File: src/rtl/hls_fp32_sub_chn_o_rsci.sv
// ----------------------------------------------------------------------------
// hls_fp32_sub_chn_o_rsci
//
// Output-channel interface of the fp32 subtract core. Results committed by
// the core land in a 2-entry skid FIFO. The FIFO drains to a downstream
// valid/ready consumer. The channel reports chn_o_rsci_wen_comp so the core
// staller holds the core only when the FIFO has no free entry.
//
// Optional feature macro: HLS_FP32_SUB_CHN_O_PERF_EN
//   When defined, a saturating 16-bit counter of channel-caused stall cycles
//   is added and exposed on chn_o_stall_cnt.
//
// Ports:
//   nvdla_core_clk        in   clock
//   nvdla_core_rstn       in   asynchronous active-low reset
//   core_wen              in   core commits this cycle
//   core_wten             in   core was stalled in the previous cycle
//                              (used only by the perf counter)
//   chn_o_rsci_iswt0      in   core presents a result this cycle
//   chn_o_rsci_d          in   result data, WIDTH bits
//   chn_o_rsci_wen_comp   out  this channel permits the core to advance
//   chn_o_rsc_z           out  downstream data (FIFO head), WIDTH bits
//   chn_o_rsc_lz          out  downstream valid
//   chn_o_rsc_vz          in   downstream ready
//   chn_o_stall_cnt       out  stall cycle count, 16 bits (perf build only)
// ----------------------------------------------------------------------------
module hls_fp32_sub_chn_o_rsci #(
  parameter int WIDTH = 32
) (
  input  logic             nvdla_core_clk,
  input  logic             nvdla_core_rstn,
  input  logic             core_wen,
  input  logic             core_wten,
  input  logic             chn_o_rsci_iswt0,
  input  logic [WIDTH-1:0] chn_o_rsci_d,
  output logic             chn_o_rsci_wen_comp,
  output logic [WIDTH-1:0] chn_o_rsc_z,
  output logic             chn_o_rsc_lz,
  input  logic             chn_o_rsc_vz
`ifdef HLS_FP32_SUB_CHN_O_PERF_EN
  ,
  output logic [15:0]      chn_o_stall_cnt
`endif
);

  logic [WIDTH-1:0] mem [2];
  logic             rd_ptr;
  logic             wr_ptr;
  logic [1:0]       count;
  logic             full;
  logic             empty;
  logic             push;
  logic             pop;

  assign full  = (count == 2'd2);
  assign empty = (count == 2'd0);

  // wen_comp deliberately uses only registered state and iswt0; pulling in
  // core_wen or vz would close a combinational loop through the staller.
  assign chn_o_rsci_wen_comp = ~chn_o_rsci_iswt0 | ~full;

  // The staller guarantees core_wen is low whenever we are full and the core
  // is presenting, so push never overflows.
  assign push = core_wen & chn_o_rsci_iswt0;
  assign pop  = chn_o_rsc_lz & chn_o_rsc_vz;

  assign chn_o_rsc_lz = ~empty;
  assign chn_o_rsc_z  = mem[rd_ptr];

  always_ff @(posedge nvdla_core_clk or negedge nvdla_core_rstn) begin
    if (!nvdla_core_rstn) begin
      mem[0] <= '0;
      mem[1] <= '0;
    end else if (push) begin
      mem[wr_ptr] <= chn_o_rsci_d;
    end
  end

  // 1-bit pointers wrap on their own; occupancy tracks push minus pop.
  always_ff @(posedge nvdla_core_clk or negedge nvdla_core_rstn) begin
    if (!nvdla_core_rstn) begin
      wr_ptr <= 1'b0;
      rd_ptr <= 1'b0;
      count  <= 2'd0;
    end else begin
      if (push) begin
        wr_ptr <= ~wr_ptr;
      end
      if (pop) begin
        rd_ptr <= ~rd_ptr;
      end
      case ({push, pop})
        2'b10:   count <= count + 2'd1;
        2'b01:   count <= count - 2'd1;
        default: count <= count;
      endcase
    end
  end

`ifdef HLS_FP32_SUB_CHN_O_PERF_EN
  logic stall_q;

  // stall_q remembers that this channel blocked the core last cycle; the
  // core's own registered stall flag confirms the stall actually happened.
  always_ff @(posedge nvdla_core_clk or negedge nvdla_core_rstn) begin
    if (!nvdla_core_rstn) begin
      stall_q         <= 1'b0;
      chn_o_stall_cnt <= 16'd0;
    end else begin
      stall_q <= ~chn_o_rsci_wen_comp;
      if (core_wten && stall_q && (chn_o_stall_cnt != 16'hFFFF)) begin
        chn_o_stall_cnt <= chn_o_stall_cnt + 16'd1;
      end
    end
  end
`else
  logic unused_wten;
  assign unused_wten = core_wten;
`endif

endmodule

File: config.mk
export PLATFORM = sky130hd
export DESIGN_NAME = hls_fp32_sub_chn_o_rsci
export DESIGN_NICKNAME = d
export VERILOG_FILES = /design/src/rtl/hls_fp32_sub_chn_o_rsci.sv
export SDC_FILE = /design/constraint.sdc
export NUM_CORES = 1
export LEC_CHECK = 0
export ABC_CLOCK_PERIOD_IN_PS = 4600
export CORE_MARGIN = 2
export CORE_UTILIZATION = 39
export DETAILED_ROUTE_END_ITERATION = 8
export DONT_BUFFER_PORTS = 1
export PLACE_DENSITY_LB_ADDON = 0.1
export SETUP_SLACK_MARGIN = 0.4
export SYNTH_ARGS = -nofsm -noshare
export SYNTH_HDL_FRONTEND = slang
export SYNTH_SLANG_ARGS = --single-unit
File: constraint.sdc
create_clock -name nvdla_core_clk -period 4.6 [get_ports nvdla_core_clk]
set_input_delay 1.38 -clock nvdla_core_clk [delete_from_list [all_inputs] [get_ports nvdla_core_clk]]
set_output_delay 1.38 -clock nvdla_core_clk [all_outputs]
set_load 0.02 [all_outputs]
Yosys cells after proc, flatten, opt, wreduce, memory -nomap -nowiden. Cells that the tools add are included.

Magnitude comparators: 3. Equal/unequal tests: 3. Reduce and logical (&&, ||, !) cells: 3. Muxes and demuxes: 7. Bitwise logic cells: 10. Add/sub/neg operators: 2.

Operators with widths (count): two-way mux 32 bit (4); bitwise mux 64 bit (1); demux 32 bit (select 1 bit) (1); NOT 1 bit (5); equality test 2 bit (second input constant) (2); >= comparator 2 bit (second input constant) (2); NOT 1 -> 2 bit (2); one-hot mux 2 bit (2 select lines) (1); adder 2 x 1 -> 2 bit (second input constant) (1); bitwise AND 1 bit (2); equality test 2 x 1 -> 1 bit (second input constant) (1); zero test 2 bit (1); less-than comparator 2 x 1 -> 1 bit (second input constant) (1); nonzero test 2 bit (1); subtractor 2 x 1 -> 2 bit (second input constant) (1); logical AND 1 bit (1); bitwise OR 1 bit (1).

Bits in registers: 68. Output and inout bits: 34. Input port bits: 38.

Longest topological paths before layout.
Depth after elaboration: 6. Depth in mapped cells: 6. Depth with buffers taken out: 6.

Worst setup path after synthesis. Ideal clock, no wire load.

Kind: input -> output. From: input port chn_o_rsci_iswt0. To: output port chn_o_rsci_wen_comp. Path buffers: 0. Path slack: 1.661 ns. Data required time: 3.220 ns. Arrival time: 1.559 ns. Cell stages on the path: 1. Cells stage by stage: nand3b_1.

Longest elaborated chain between the ends: 2.

Ends and longest elaborated chain: start: declaration (line 34) `input logic chn_o_rsci_iswt0,`; NOT 1 bit (line 60) `assign chn_o_rsci_wen_comp = ~chn_o_rsci_iswt0 | ~full;`; bitwise OR 1 bit (line 60); end: declaration (line 36) `output logic chn_o_rsci_wen_comp,`.

Every way passes these cells.

Worst setup path after layout. Ends and elaborated chain as after synthesis.

==> flow_summary.json <==
{
  "path_buf_inv": 0,
  "layout.nets": 229,
  "synth.most_common_cell": "dfrtp_1",
  "synth.distinct_cells": 18,
  "min_period_over_period_pct": 64.1,
  "power_switching_mw": 0.763,
  "fillers": 700,
  "port_buffers": 0,
  "hold_buffers": 0,
  "first_iter_violations": 39,
  "crit_path_start": "chn_o_rsci_iswt0",
  "ys_warn_count": 0,
  "r2r_start": "wr_ptr$_DFFE_PN0P_",
  "power.internal_mw": 1.66,
  "criticalPathCategory": "in2out",
  "ys_seq_elements": 68,
  "firstDrtPassIters": 4,
  "overflow": 0,
  "die_w_um": 93.1,
  "clock_path_buffers": 2,
  "async_flop_share_pct": 100,
  "finalSetupViolations": 0,
  "num_rows": 32,
  "hp-start": "mem[11]$_DFFE_PN0P_",
  "dieArea_um2": 8660,
  "arrival_ns": 1.57,
  "cts_tree": "yes",
  "n_antenna_cell": 0,
  "ant_nets": 0,
  "clock-sinks": 68,
  "synthCells": 189,
  "synthTopCellsByArea": "dfrtp_1 (55%), mux2_2 (24%), mux2_4 (14%)",
  "status": "completed",
  "grt_pass1_vias": 1692,
  "synth_nets": 228,
  "p_seq_share_pct": 37.2,
  "grt_max_degree": 69,
  "min_period_ns": 2.95,
  "antenna_found_initial": 0,
  "power_density_nw_per_um2": 709,
  "grt_setup_unrepaired": "no",
  "synth_area_um2": 3090,
  "core_um2": 7690,
  "finalNonFillerCells": 297,
  "hpwl_um": 3420,
  "drt_wl_total_um": 5510,
  "wl_per_cell_um": 18.6,
  "clk_latency_ns": 0.33,
  "cts_resized": 0,
  "synth_area_per_cell_um2": 16.4,
  "tightest_slew_ns": 1.18,
  "fin_ws_ns": 1.65,
  "dpl.cell_count": 281,
  "critPathTopFamily": "simple AND/OR/NAND/NOR gates",
  "finClkSkew_ns": 0.00573,
  "hold_viol": 0,
  "pwr-share-comb_pct": 34.4,
  "swShare_pct": 31.5,
  "area_delta_synth_final_pct": 10.4,
  "critPathMaxFanout": 3,
  "clk_pin_slew_worst_paths_ns": 0.07,
  "routed-via-count": 1491,
  "htree_num_levels": 3,
  "cp-end-kind": "output port",
  "ys.flop_type": "dfrtp_1",
  "globalplace.congestion": 0.656,
  "p_clk_share_pct": 28.5,
  "cts_setup_buffers": 0,
  "dpl_worst_slack_ns": 1.65,
  "startpoint_type": "input port",
  "slew_headroom_pct": 21.3,
  "grt_pass1_wl_um": 9120,
  "grt_use_total_pct": 13.8,
  "synth_common_cells": "dfrtp_1 (68), mux2_2 (67), mux2_4 (29)",
  "yosys.area.top_type_share_pct": 55.0,
  "yosysSeqAreaShare_pct": 55.0,
  "drive_gt1_share_pct": 60.0,
  "drc": 0,
  "cts_root_buffer": "clkbuf_8",
  "cts_inserted_buffers": 9,
  "viasPerCell": 5.02,
  "fmax_mhz": 339,
  "hp-class": "reg2reg",
  "die_h_um": 93.1,
  "synth_edf_count": 0,
  "synth_top_area_cell": "dfrtp_1",
  "finalMaxSlewViolations": 0,
  "p_leak_nw": 1.54,
  "crit_chain": "nand3b_1",
  "vdd_drop_max_mv": 0.311,
  "cap_violations": 0,
  "start_util_pct": 40.2,
  "io-pin-count": 72,
  "critPathSlowestCell": "nand3b_1",
  "setup-tns-final_ns": 0,
  "worstPathRequired_ns": 3.22,
  "cp_slowest_stage_delay_ns": 0.19
}
==> power by group through the flow <==
stage / registers [mW] / logic [mW] / clock network [mW]
finish: 0.900 / 0.831 / 0.689
global route: 0.928 / 0.884 / 0.741
CTS: 0.900 / 0.846 / 0.709
detailed placement: 0.907 / 0.844 / 0
global placement: 0.893 / 0.829 / 0
floorplan: 0.873 / 0.767 / 0
==> sequential cells by signal, indices dropped and copies added (netlist names) <==
signal / flops
count: 2
mem: 64
rd_ptr: 1
wr_ptr: 1
==> metal layers <==
metal	GRT usage [%]	share of wire (%)
met5	0	0
met4	5.51	1.4
met3	5.16	8.1
met2	21.7	50
met1	17.4	41
==> placed cells by master (no fill, tap or decap) <==
cell and count:
and2_1 1, buf_4 1, bufinv_16 5, clkbuf_8 9, clkinv_2 1, clkinvlp_4 1, dfrtp_1 68, ha_1 1
mux2_2 67, mux2_4 29, nand2_1 2, nand2_2 1, nand3_2 1, nand3b_1 1, nor2_1 1, or2_2 2
xnor2_1 2, xor2_1 2
==> logic make-up after synthesis <==
logic type	after synthesis	share of synthesized area [%]
flops	68	55.0
mux	96	38.5
simple gates	9	1.58
buf+inv	11	3.40
fa+ha+maj	1	0.404
xor+xnor	4	1.13
==> worst paths after layout <==
| check | endpoint | cells past startpoint | slack [ns] |
|---|---|---|---|
| worst max-delay path | chn_o_rsci_wen_comp | 1 | 1.65 |
| worst min-delay path | mem[11]$_DFFE_PN0P_ | 1 | 0.50 |
| worst max register to register | mem[40]$_DFFE_PN0P_ | 2 | 2.73 |
| worst min register to register | mem[11]$_DFFE_PN0P_ | 1 | 0.50 |
| max in group asynchronous | mem[63]$_DFFE_PN0P_ | 0 | 3.75 |
| min in group asynchronous | mem[23]$_DFFE_PN0P_ | 0 | 0.74 |
==> cell type report <==
type                    instances  area (um2)  share of cell area [%]
clock buffers                   9         124                    3.63
well taps                     102         128                    3.74
repair buffers                  1        7.51                   0.220
clock inverters                 7         163                    4.76
multi-input cells             110        1290                    37.8
flip-flops and latches         68        1700                    49.8
==> through the flow <==
stage               cell area, um2  hold WS [ns]  total power [mW]  util [%]
global route                  3410         0.515              2.55      44.4
global placement              3130         0.482              1.72      40.7
floorplan                     3090         0.456              1.64         -
CTS                           3410         0.504              2.45      44.4
finish                        3410         0.503              2.42      44.4
detailed placement            3130         0.488              1.75      40.7
No activity file was read; power rests on OpenSTA's default activity.
